==> src/rtl/cpu_defs.sv <==
// Shared CPU-wide types and constants used by the EX-stage execution units.
package cpu_defs;

   localparam int XLEN = 32;

   typedef logic [XLEN-1:0] Word_t;
   typedef logic            Bit_t;

   typedef enum logic [1:0] {
      IDLE,
      BUSY,
      DONE
   } DivState_t;

   // Architectural result for a zero divisor: quotient saturates to all ones.
   localparam Word_t DIV_ZERO_QUOT = '1;

endpackage

==> src/rtl/div_unit_step.sv <==
// One restoring radix-2 division iteration, purely combinational.
module div_step #(
   parameter int WIDTH = 32
) (
   input  logic [WIDTH-1:0] rem_in,
   input  logic [WIDTH-1:0] quo_in,
   input  logic [WIDTH-1:0] divisor,
   output logic [WIDTH-1:0] rem_out,
   output logic [WIDTH-1:0] quo_out
);

   logic [WIDTH:0] shifted;
   logic           fits;

   // Extra top bit keeps the compare exact; the restored remainder is always
   // below the divisor, so the low WIDTH bits of the difference are sufficient.
   assign shifted = {rem_in, quo_in[WIDTH-1]};
   assign fits    = shifted >= {1'b0, divisor};
   assign rem_out = fits ? (shifted[WIDTH-1:0] - divisor) : shifted[WIDTH-1:0];
   assign quo_out = {quo_in[WIDTH-2:0], fits};

endmodule

==> src/rtl/div_unit.sv <==
// Multi-cycle signed/unsigned divider for the EX stage (DIV/DIVU -> LO/HI).
//   state | meaning
//   IDLE  | waiting for start; operands sampled on start
//   BUSY  | one restoring step per cycle, WIDTH steps total
//   DONE  | results valid; held while EX is stalled downstream
module div_unit
   import cpu_defs::*;
#(
   parameter int WIDTH = XLEN,
   parameter int CNT_W = 6
) (
   input  logic             clk,
   input  logic             rst,
   input  logic             start,
   input  logic             is_signed,
   input  logic [WIDTH-1:0] dividend,
   input  logic [WIDTH-1:0] divisor,
   input  logic             ex_stall,
   input  logic             flush,
   output logic             stall_req,
   output logic             result_valid,
   output logic [WIDTH-1:0] quotient,
   output logic [WIDTH-1:0] remainder
);

   localparam logic [CNT_W-1:0] LAST_STEP = CNT_W'(WIDTH - 1);

   DivState_t        state, state_nxt;
   logic [CNT_W-1:0] count;
   logic [WIDTH-1:0] rem, quo, dvs;
   logic [WIDTH-1:0] rem_nxt, quo_nxt;
   logic [WIDTH-1:0] dvd_abs, dvs_abs;
   Bit_t             q_neg, r_neg;
   logic             dvs_zero;

   assign dvd_abs  = (is_signed && dividend[WIDTH-1]) ? -dividend : dividend;
   assign dvs_abs  = (is_signed && divisor[WIDTH-1])  ? -divisor  : divisor;
   assign dvs_zero = (divisor == '0);

   div_step #(.WIDTH(WIDTH)) u_step (
      .rem_in  (rem),
      .quo_in  (quo),
      .divisor (dvs),
      .rem_out (rem_nxt),
      .quo_out (quo_nxt)
   );

   always_ff @(posedge clk) begin
      if (rst) state <= IDLE;
      else     state <= state_nxt;
   end

   always_comb begin
      state_nxt = state;
      case (state)
         IDLE:    if (start) state_nxt = dvs_zero ? DONE : BUSY;
         BUSY:    if (count == LAST_STEP) state_nxt = DONE;
         DONE:    if (!ex_stall) state_nxt = IDLE;
         default: state_nxt = IDLE;
      endcase
      if (flush) state_nxt = IDLE;
   end

   assign stall_req    = ((state == IDLE && start) || state == BUSY) && !flush;
   assign result_valid = (state == DONE);

   always_ff @(posedge clk) begin
      if (rst) begin
         count     <= '0;
         rem       <= '0;
         quo       <= '0;
         dvs       <= '0;
         q_neg     <= 1'b0;
         r_neg     <= 1'b0;
         quotient  <= '0;
         remainder <= '0;
      end else if (!flush) begin
         case (state)
            IDLE: begin
               if (start) begin
                  rem   <= '0;
                  quo   <= dvd_abs;
                  dvs   <= dvs_abs;
                  count <= '0;
                  q_neg <= is_signed & (dividend[WIDTH-1] ^ divisor[WIDTH-1]);
                  r_neg <= is_signed & dividend[WIDTH-1];
                  // Zero divisor skips iteration; remainder is the raw dividend.
                  if (dvs_zero) begin
                     quotient  <= WIDTH'(DIV_ZERO_QUOT);
                     remainder <= dividend;
                  end
               end
            end
            BUSY: begin
               rem <= rem_nxt;
               quo <= quo_nxt;
               if (count == LAST_STEP) begin
                  quotient  <= q_neg ? -quo_nxt : quo_nxt;
                  remainder <= r_neg ? -rem_nxt : rem_nxt;
               end else begin
                  count <= count + CNT_W'(1);
               end
            end
            default: ;
         endcase
      end
   end

endmodule

==> config.mk <==
export PLATFORM = sky130hd
export DESIGN_NAME = div_unit
export DESIGN_NICKNAME = d
export VERILOG_FILES = /design/src/rtl/cpu_defs.sv /design/src/rtl/div_unit_step.sv /design/src/rtl/div_unit.sv
export SDC_FILE = /design/constraint.sdc
export NUM_CORES = 1
export LEC_CHECK = 0
export CELL_PAD_IN_SITES_DETAIL_PLACEMENT = 1
export CELL_PAD_IN_SITES_GLOBAL_PLACEMENT = 1
export CORE_ASPECT_RATIO = 2
export CORE_MARGIN = 1
export CORE_UTILIZATION = 42
export DETAILED_ROUTE_END_ITERATION = 7
export GPL_ROUTABILITY_DRIVEN = 0
export PLACE_DENSITY = 0.87
export SYNTH_ARGS = -nofsm -noshare
export SYNTH_HDL_FRONTEND = slang
export SYNTH_SLANG_ARGS = --single-unit
==> constraint.sdc <==
create_clock -name clk -period 5.6 [get_ports clk]
set_clock_uncertainty 0.2 [all_clocks]
set_input_delay 0.56 -clock clk [delete_from_list [all_inputs] [get_ports clk]]
set_output_delay 0.56 -clock clk [all_outputs]
set_load 0.01 [all_outputs]
### Word-level counts from Yosys, hierarchy flattened

Cells that the tools add are included.

* register bits after elaboration: 170
* logic and storage cells: 68

* add/sub/neg operators: 6
* $lt $le $gt $ge: 1
* equal/unequal tests: 8
* mux-type cells: 25
* bitwise operators: 4
* reduce and logical (&&, ||, !) cells: 15

Operators by type and width (count)
* 32-bit 2-to-1 mux: 13
* 32-bit one-hot mux with 2 select lines: 4
* 32-bit negation: 4
* 33-bit by 32-bit greater-or-equal comparator with 1-bit output: 1
* 32-bit logical NOT: 1
* 32-bit subtractor: 1
* 6-bit 2-to-1 mux: 2
* 6-bit one-hot mux with 2 select lines: 1
* 2-bit != test (second input constant): 5
* 3-bit AND reduction: 3
* 2-bit 2-to-1 mux: 4
* 6-bit by 1-bit adder with 6-bit output (second input constant): 1
* 6-bit by 5-bit == test with 1-bit output (second input constant): 1
* 2-bit one-hot mux with 3 select lines: 1
* 5-bit AND reduction: 1
* 1-bit logical AND: 4
* 4-bit AND reduction: 1
* 1-bit AND: 2
* 2-bit by 1-bit == test with 1-bit output (second input constant): 1
* 2-bit == test (second input constant): 1
* 2-bit logical NOT: 1
* 2-bit nonzero test: 1
* 2-bit OR reduction: 1
* 1-bit logical NOT: 1
* other kinds (3): 3

### Depth between registers and ports, before layout

Gate-level depths: netlist (run 1).

* depth after elaboration: 6
* depth in mapped cells: 22
* depth with buffers taken out: 18

### Hierarchy

A second synthesis (run 1) with hierarchy kept.

* cell total of the unflattened synthesis: 1563
* area, all modules: 11903.9 sq um

Modules (own cells, without submodules)
* div_unit: instances 1, cells an instance 1169, area an instance 9302.7 sq um, sequential area each 3403.3 sq um
* div_step: instances 1, cells an instance 394, area an instance 2601.2 sq um, sequential area each 0.0 sq um

### Least setup slack after synthesis (run 1)

No wires, ideal clock.

* path type: reg-to-reg
* start point: register dvs[28]
* end point: register remainder[20]
* library setup time: 0.074 ns
* arrival time: 4.428 ns
* data required time: 5.326 ns
* path slack: 0.898 ns
* stages on the path, launching flop included: 22
* cell sequence: dfxtp_1 > inv_1 > ha_1 > buf_6 > a21o_1 > o21bai_4 > a2111oi_4 > o211a_2 > nand2_2 > clkbuf_1 > clkbuf_1 > o21ai_0 > ha_1 > nand2_1 > nor3_1 > a41o_1 > or3b_1 > buf_2 > o31ai_2 > xor2_1 > nand2_1 > a31oi_1

* word-level cells in the longest chain between the ends: 6

RTL lines
* start: declaration: line div_unit.sv:30 `logic [WIDTH-1:0] rem, quo, dvs;`
* start signal: assignment: line div_unit.sv:83 `dvs <= dvs_abs;`
* 33-bit by 32-bit greater-or-equal comparator with 1-bit output (*): line div_unit_step.sv:18 `assign fits = shifted >= {1'b0, divisor};`
* 32-bit 2-to-1 mux (*): line div_unit_step.sv:19 `assign rem_out = fits ? (shifted[WIDTH-1:0] - divisor) : shifted[WIDTH-1:0];`
* 32-bit negation: line div_unit.sv:99 `remainder <= r_neg ? -rem_nxt : rem_nxt;`
* 32-bit 2-to-1 mux (*): line div_unit.sv:99
* 32-bit 2-to-1 mux (*): line div_unit.sv:97 `if (count == LAST_STEP) begin`
* 32-bit one-hot mux with 2 select lines (*): line div_unit.sv:78 `case (state)`
* end signal: assignment: line div_unit.sv:90 `remainder <= dividend;`
* end signal: assignment: line div_unit.sv:99
* end: declaration: line div_unit.sv:23 `output logic [WIDTH-1:0] remainder`

Mark *: on every way between the ends. The rest lies on a longest branch, timed or not. The select of a mux whose other input is x is not followed.
A chain may end at the register's enable or synchronous reset.

### Worst setup path in the final report (run 1)

* start point: register rem[7]
* end point: register remainder[20]

* word-level cells in the longest chain between the ends: 6
* elaborated cells on any way between the ends: 7
* classes of those cells: 2 x add/sub; 1 x order compare; 4 x mux

RTL lines
* start: declaration: line div_unit.sv:30
* start signal: assignment: line div_unit.sv:95 `rem <= rem_nxt;`
* 32-bit subtractor / 33-bit by 32-bit greater-or-equal comparator with 1-bit output (equally long branches): line div_unit_step.sv:19, div_unit_step.sv:18
* 32-bit 2-to-1 mux (*): line div_unit_step.sv:19
* 32-bit negation: line div_unit.sv:99
* 32-bit 2-to-1 mux (*): line div_unit.sv:99
* 32-bit 2-to-1 mux (*): line div_unit.sv:97
* 32-bit one-hot mux with 2 select lines (*): line div_unit.sv:78

Marked as above.

==> results.cfg, run 1 <==
[outcome]
status = finished, final reports clean

[floorplan]
core-area_mm2 = 0.02755
die_w_um = 120.5
fp-row-count = 86
dieArea_mm2 = 0.02879
die_h_um = 239.0
initial_core_util_pct = 42.81
io-pin-count = 136

[global_routing]
busiest_layer = met2
grt_pass1_vias = 12898
antenna_found_initial = 0
grt_util_met1_pct = 27.57
grtUsageTotal_pct = 29.89
grt_overflow = 0
grt.met2_usage_pct = 57.33
grt_max_degree = 92
grt_first_pass_wirelength_mm = 66.70
use_met3_pct = 4.437

[critical_path]
crit_chain = ha_1 > a21oi_1 > o21ai_1 > buf_4 > a221o_1 > o211ai_2 > nand2_2 > o21ai_0 > ha_1 > nand2_1 > nor3_1 > a41o_1 > or3b_1 > o31ai_2 > xor2_1 > nand2_1 > a31oi_1
crit_type = flip-flop to flip-flop
crit_slowest_cell = or3b_1
ff2ff_path_depth = 17
cp_top_family = compound AO/OA/AOI/OAI gates
critPathArrivalTime_ns = 5.31
path_max_fanout = 10
critPathCaptureType = flip-flop
path_buf_inv = 1
worst-path-stages = 17
ff2ff_setup_slack_ns = 0.47
cp-startpoint = rem[7]$_SDFFE_PP0P_
timing.rr.start = rem[7]$_SDFFE_PP0P_
r2r_end = remainder[20]$_SDFFE_PP0P_
startpoint_type = flip-flop
cp-endpoint = remainder[20]$_SDFFE_PP0P_
worstPathRequired_ns = 5.78
crit_path_max_incr_delay_ns = 0.53

[run]
drv_cap = 0

[sta]
slew_viol_final = 0
hold_viol = 0
setup_ws_ns = 0.4721
max_freq_ghz = 0.1950
hold_slack_ns = 0.2821
rsz0062_at_grt = false
fin_crit_sh_pct = 91.57
finalCriticalPeriod_ns = 5.128
fin_setup_tns_ns = 0
worst_pin_slew_ns = 1.238
setup_viol = 0
relSlewSlack_pct = 16.78

[yosys]
netlist_instances = 1574
synth.area.mux_share_pct = 1.475
syn_area_mm2 = 0.01179
synth_top_family_by_area = compound AO/OA/AOI/OAI gates
synthSimpleGateAreaFrac_pct = 22.56
avgSynthCellArea_um2 = 7.491
ys_ff_latch = 170
synth-adder-area-share_pct = 4.096
synth_compound_gate_area_share_pct = 27.04
synth_area_leaders = dfxtp_1 (29%), nor2_1 (8.0%), a211oi_1 (6.0%)
yosysUniqueCellTypes = 84
synthesis.nets = 1682
yosysWarnings = 0
synth_edf_count = 0
synth-async-reset-ratio_pct = 0
synth_seq_area_share_pct = 28.86
synthFlopType = dfxtp_1
synth_top_area_share_pct = 28.86
yosys.area.top_type = dfxtp_1
synth-xor-area-share_pct = 10.47

[clocking]
htreeDepth = 4
cts_hold_buf = 0
worstSkewPairLatency_ns = 0.46
cts.repair.resized = 0
cts_tree = built
post_cts.repair.setup_buffers = 0
cts-root-buf = clkbuf_16
cts_buffers = 17
clock-sinks = 170
clk_pin_slew_ns = 0.07
clockBufferDepth = 2

[detailed_routing]
drtAntennaViolNets = 0
via_count = 12398
drt_iter0_drc = 618
dr.pass1.iters = 5
drc = 0
avgViaCountPerCell = 6.159
wire_per_inst_um = 21.17
drt_wl_total_mm = 42.62

[finish]
fill_cells = 3479
diodes = 0
fin_area_mm2 = 0.01402
drive_above_1_share_pct = 5.479
area_delta_synth_final_pct = 18.94
layout.nets = 1756

[pwr]
power_density_mw_per_mm2 = 247.4
seqPwrFrac_pct = 36.9
internal_power_mw = 2.370
leakage_nw = 5.132
p_clk_share_pct = 40.8
total_power_mw = 3.470
ir_worst_vdd_uv = 228.6
p_comb_share_pct = 22.2
p_switching_mw = 1.100
p_sw_share_pct = 31.71

[placement]
place_ws_ns = 0.5397
portBuffers = 135
place_hpwl_mm = 32.54
place_area_mm2 = 0.01334

[hold_path]
hp-class = flip-flop to flip-flop
[synth_stat cells (15+ instances only)]
library cell,number
or3_1,23
clkbuf_1,73
nand2_1,134
nor3_1,37
buf_2,20
dfxtp_1,170
ha_1,37
nand3_1,20
o31ai_1,22
a21oi_1,131
xnor2_1,62
o211ai_1,16
o21ai_0,64
a311oi_1,16
a211oi_1,94
a22oi_1,15
nand4_1,20
xor2_1,79
nor2_1,250
o21ai_1,18
inv_1,49
[worst min-delay path by stage]
stage                                    start              endpoint  slack (ns)  cells past startpoint
after floorplan           dvs[31]$_SDFFE_PP0P_  dvs[31]$_SDFFE_PP0P_        0.23                      2
after global placement    dvs[31]$_SDFFE_PP0P_  dvs[31]$_SDFFE_PP0P_        0.26                      2
after detailed placement  dvs[31]$_SDFFE_PP0P_  dvs[31]$_SDFFE_PP0P_        0.27                      2
after CTS                 dvs[31]$_SDFFE_PP0P_  dvs[31]$_SDFFE_PP0P_        0.28                      2
after global routing      dvs[31]$_SDFFE_PP0P_  dvs[31]$_SDFFE_PP0P_        0.31                      2
final                      dvs[0]$_SDFFE_PP0P_   dvs[0]$_SDFFE_PP0P_        0.28                      2
[through the flow]
step / utilization [%] / instances
after floorplan: - / 1574
final: 50.91 / 2013
after global routing: 50.91 / 2013
after global placement: 48.43 / 1981
after CTS: 50.91 / 2013
after detailed placement: 48.43 / 1981
[state kept, by name (all words and copies together) (netlist names)]
| register | flops |
|---|---|
| dvs | 32 |
| state | 2 |
| count | 6 |
| remainder | 32 |
| q_neg | 1 |
| r_neg | 1 |
| quo | 32 |
| quotient | 32 |
| rem | 32 |
[final cells by class]
cell class | instances | area [µm²] | share of cell area, %
Timing Repair Buffer | 159 | 1541 | 10.99
Clock buffer | 17 | 425.4 | 3.033
Multi-Input combinational cell | 1248 | 7761 | 55.34
Inverter | 52 | 195.2 | 1.392
Clock inverter | 15 | 257.7 | 1.838
Sequential cell | 170 | 3403 | 24.27
Tap cell | 352 | 440.4 | 3.140
[power by group through the flow]
stage	Clock [mW]	Sequential, mW	Combinational [mW]
after floorplan	0	1.29	0.509
after global placement	0	1.31	0.725
after detailed placement	0	1.31	0.748
after CTS	1.43	1.28	0.760
after global routing	1.48	1.29	0.829
final	1.42	1.28	0.772
[routing by layer]
layer	up-vias	part of all wire [%]
met2	385	55
li1	5812	-
met4	0	7.5
met1	6017	34
met5	-	0
met3	184	3.3
[worst min-delay path, stage by stage, from the launching register on]
cell and delay, ns:
dfxtp_1 0.33, nand2_1 0.06, a21oi_1 0.05
[cells in the final DEF, fill, tap and decap left out, types with 11 or more instances in the layout]
| cell | n |
|---|---|
| clkdlybuf4s50_1 | 134 |
| o31ai_1 | 22 |
| o21ai_1 | 17 |
| o21ai_0 | 64 |
| or3_1 | 23 |
| a21oi_1 | 131 |
| buf_4 | 24 |
| inv_1 | 49 |
| nor4_1 | 14 |
| nor3_1 | 37 |
| mux2i_1 | 14 |
| and3_1 | 13 |
| xnor2_1 | 62 |
| nor2_1 | 249 |
| xor2_1 | 79 |
| a311oi_1 | 16 |
| nand2b_1 | 11 |
| nand4_1 | 20 |
| o211ai_1 | 16 |
| a31oi_1 | 11 |
| ha_1 | 37 |
| a211oi_1 | 94 |
| clkbuf_16 | 17 |
| nand3_1 | 20 |
| a22oi_1 | 15 |
| nand2_1 | 134 |
| o41ai_1 | 14 |
| dfxtp_1 | 170 |
| or4_1 | 11 |
[cell families after synthesis]
| family | count (synthesis) |
|---|---|
| and+or+nand+nor | 578 |
| AOI/OAI and AO/OA | 474 |
| DFF | 170 |
| buffers and inverters | 156 |
| xor gates and xnor gates | 141 |
| adders and majority gates | 38 |
| muxes | 17 |
No activity file was read; power rests on OpenSTA's default activity.
==> run 2: changes to the inputs <==
--- a/config.mk
+++ b/config.mk
@@ -12,6 +12,7 @@
 export CORE_UTILIZATION = 42
 export DETAILED_ROUTE_END_ITERATION = 7
 export GPL_ROUTABILITY_DRIVEN = 0
+export GPL_TIMING_DRIVEN = 0
 export PLACE_DENSITY = 0.87
 export SYNTH_ARGS = -nofsm -noshare
 export SYNTH_HDL_FRONTEND = slang
==> run 2 against run 1 <==
  * Non-clock buffer count rose by 80
  * Global-route usage increased by 5.6 points
  * Combinational power up 7.3%
  * Count of clock-buffer cells in the layout increased by 2
  * Critical path depth grew 3
  * Setup slack got worse by 0.22 ns
  * Core utilization up 0.80 points
  * Flip-flop and latch count unchanged
  * Cell area increased by 1.6%
  * Maximum frequency is 4.2% lower
  * Worst hold slack got worse by 0.016 ns
  * Via count increased by 6.8%
  * Critical endpoint is now remainder[16]$_SDFFE_PP0P_
  * Largest cell class unchanged
==> results.cfg, run 2 (synthesized netlist as in run 1, its figures left out) <==
[finish]
drive_above_1_share_pct = 5.575
ff_latch_area_mm2 = 0.003403
fill_cells = 3515
final_common_cell = nor2_1
fin_area_mm2 = 0.01424
area_delta_synth_final_pct = 20.81
layout.nets = 1836
mostFrequentLayoutCells = nor2_1 (250), dfxtp_1 (170), clkdlybuf4s50_1 (135)
multi_input_area_mm2 = 0.007796

[floorplan]
fp-row-count = 86
io-pin-count = 136
die_w_um = 120.5
initial_core_util_pct = 42.81
core-area_mm2 = 0.02755
die_h_um = 239.0
dieArea_mm2 = 0.02879

[global_routing]
grtUsageTotal_pct = 35.53
antenna_found_initial = 0
grt_pass1_vias = 14087
grt_max_degree = 20
grt_overflow = 0
grt_first_pass_wirelength_mm = 76.20

[sta]
hold_viol = 0
setup_viol = 0
max_freq_ghz = 0.1869
setup_ws_ns = 0.2490
finalCriticalPeriod_ns = 5.351
rsz0062_at_grt = false
relSlewSlack_pct = 17.86
fin_crit_sh_pct = 95.55
worst_pin_slew_ns = 1.222
slew_viol_final = 0

[clocking]
worstSkewPairLatency_ns = 0.47
clock-sinks = 170
clockBufferDepth = 2
cts_buffers = 17
cts-root-buf = clkbuf_16
clk_pin_slew_ns = 0.08
cts_tree = built
htreeDepth = 4

[detailed_routing]
drc = 0
wire_per_inst_um = 24.02
drt_iter0_drc = 874
avgViaCountPerCell = 6.324
drtAntennaViolNets = 0
dr.pass1.iters = 5
via_count = 13236
drt_wl_total_mm = 50.26

[pwr]
p_sw_share_pct = 34.71
internal_power_mw = 2.167
power_density_mw_per_mm2 = 233.0
p_switching_mw = 1.152
leakage_nw = 5.156
ir_worst_vdd_uv = 246.8
p_clk_share_pct = 36.5
p_comb_share_pct = 25.0
seqPwrFrac_pct = 38.6

[critical_path]
crit_type = flip-flop to flip-flop
critPathArrivalTime_ns = 5.53
worstPathRequired_ns = 5.78
r2r_end = remainder[16]$_SDFFE_PP0P_
ff2ff_setup_slack_ns = 0.25
cp_top_family = compound AO/OA/AOI/OAI gates
startpoint_type = flip-flop
timing.rr.start = rem[7]$_SDFFE_PP0P_
path_buf_inv = 4
worst-path-stages = 20
path_max_fanout = 10
ff2ff_path_depth = 20
crit_slowest_cell = a221o_2
cp-startpoint = rem[7]$_SDFFE_PP0P_
crit_chain = ha_1 > buf_2 > a21oi_1 > o21ai_1 > a221o_2 > o211ai_4 > nand2_4 > clkbuf_4 > clkbuf_4 > o21ai_2 > ha_2 > nand2_1 > nor3_2 > a41o_1 > or3b_1 > buf_2 > o21ai_1 > xor2_1 > nand2_1 > a211oi_1
cp-endpoint = remainder[16]$_SDFFE_PP0P_
crit_path_max_incr_delay_ns = 0.49
critPathCaptureType = flip-flop

[outcome]
status = finished, final reports clean

[placement]
portBuffers = 135
place_area_mm2 = 0.01358
place_hpwl_mm = 39.99
place_ws_ns = -0.7639

[hold_path]
worstHoldPathCells = 2
hp-class = flip-flop to flip-flop

[run]
drv_cap = 0
## run 2: changes by cell type in the layout (fill, tap and decap cells not counted), sizes merged
cell | before | now
clkinvlp | 0 | 5
inv | 58 | 52
buf | 25 | 30
diode | 0 | 1
clkdlybuf4s50 | 134 | 135
bufinv | 6 | 1
clkinv | 3 | 6
clkbuf | 17 | 93
## run 2: cell type report
class | instances | area share [%]
Timing Repair Buffer | 138 | 9.644
Buffer | 101 | 3.197
Sequential cell | 170 | 23.89
Antenna cell | 1 | 0.01757
Tap cell | 352 | 3.092
Clock inverter | 12 | 0.8432
Clock buffer | 19 | 3.180
Multi-Input combinational cell | 1248 | 54.73
Inverter | 52 | 1.405
## run 2: per-layer routing
| metal | part of all wire, % | vias up | track usage [%] |
|---|---|---|---|
| met5 | 0 | - | 0 |
| met4 | 11 | 0 | 36.06 |
| met3 | 4.7 | 310 | 7.085 |
| met2 | 53 | 576 | 66.14 |
| met1 | 31 | 6362 | 29.90 |
| li1 | - | 5988 | - |
## run 2: worst min path at each step
stage,startpoint,endpoint,slack [ns]
CTS,dvs[31]$_SDFFE_PP0P_,dvs[31]$_SDFFE_PP0P_,0.27
global placement,dvs[31]$_SDFFE_PP0P_,dvs[31]$_SDFFE_PP0P_,0.25
detailed placement,dvs[31]$_SDFFE_PP0P_,dvs[31]$_SDFFE_PP0P_,0.25
finish,dvs[31]$_SDFFE_PP0P_,dvs[31]$_SDFFE_PP0P_,0.27
floorplan,dvs[31]$_SDFFE_PP0P_,dvs[31]$_SDFFE_PP0P_,0.23
global route,dvs[31]$_SDFFE_PP0P_,dvs[31]$_SDFFE_PP0P_,0.29
## run 2: what timing repair did
action	4_1_cts	5_1_grt
hold endpoints to repair	0	0
pin swaps	1	5
hold buffers	0	0
endpoints found under the setup margin	18	12
buffers inserted	0	3
gates resized for setup	11	12
## run 2: metrics by stage
| step | setup TNS [ns] | util (%) | total power, mW | std cells | hold WS (ns) |
|---|---|---|---|---|---|
| floorplan | 0 | - | 1.803 | 1574 | 0.2319 |
| global placement | -7.456 | 49.31 | 2.066 | 2061 | 0.2502 |
| detailed placement | -8.903 | 49.31 | 2.094 | 2061 | 0.2520 |
| CTS | -0.01312 | 51.48 | 3.281 | 2089 | 0.2654 |
| global route | 0 | 51.70 | 3.412 | 2092 | 0.2937 |
| finish | 0 | 51.71 | 3.319 | 2093 | 0.2664 |
## run 2: power by group through the flow
| stage | registers, mW | logic [mW] | clock network, mW |
|---|---|---|---|
| after global placement | 1.30 | 0.762 | 0 |
| after detailed placement | 1.31 | 0.788 | 0 |
| final | 1.28 | 0.828 | 1.21 |
| after floorplan | 1.29 | 0.509 | 0 |
| after CTS | 1.28 | 0.799 | 1.20 |
| after global routing | 1.28 | 0.882 | 1.25 |
## run 2: worst reg2reg max path, cell delays in order, from the launching register on
cell and delay [ns]:
dfxtp_1 0.45, ha_1 0.27, buf_2 0.18, a21oi_1 0.24, o21ai_1 0.23, a221o_2 0.49, o211ai_4 0.26, nand2_4 0.14
clkbuf_4 0.27, clkbuf_4 0.28, o21ai_2 0.21, ha_2 0.27, nand2_1 0.08, nor3_2 0.21, a41o_1 0.29, or3b_1 0.37
buf_2 0.20, o21ai_1 0.21, xor2_1 0.16, nand2_1 0.07, a211oi_1 0.22
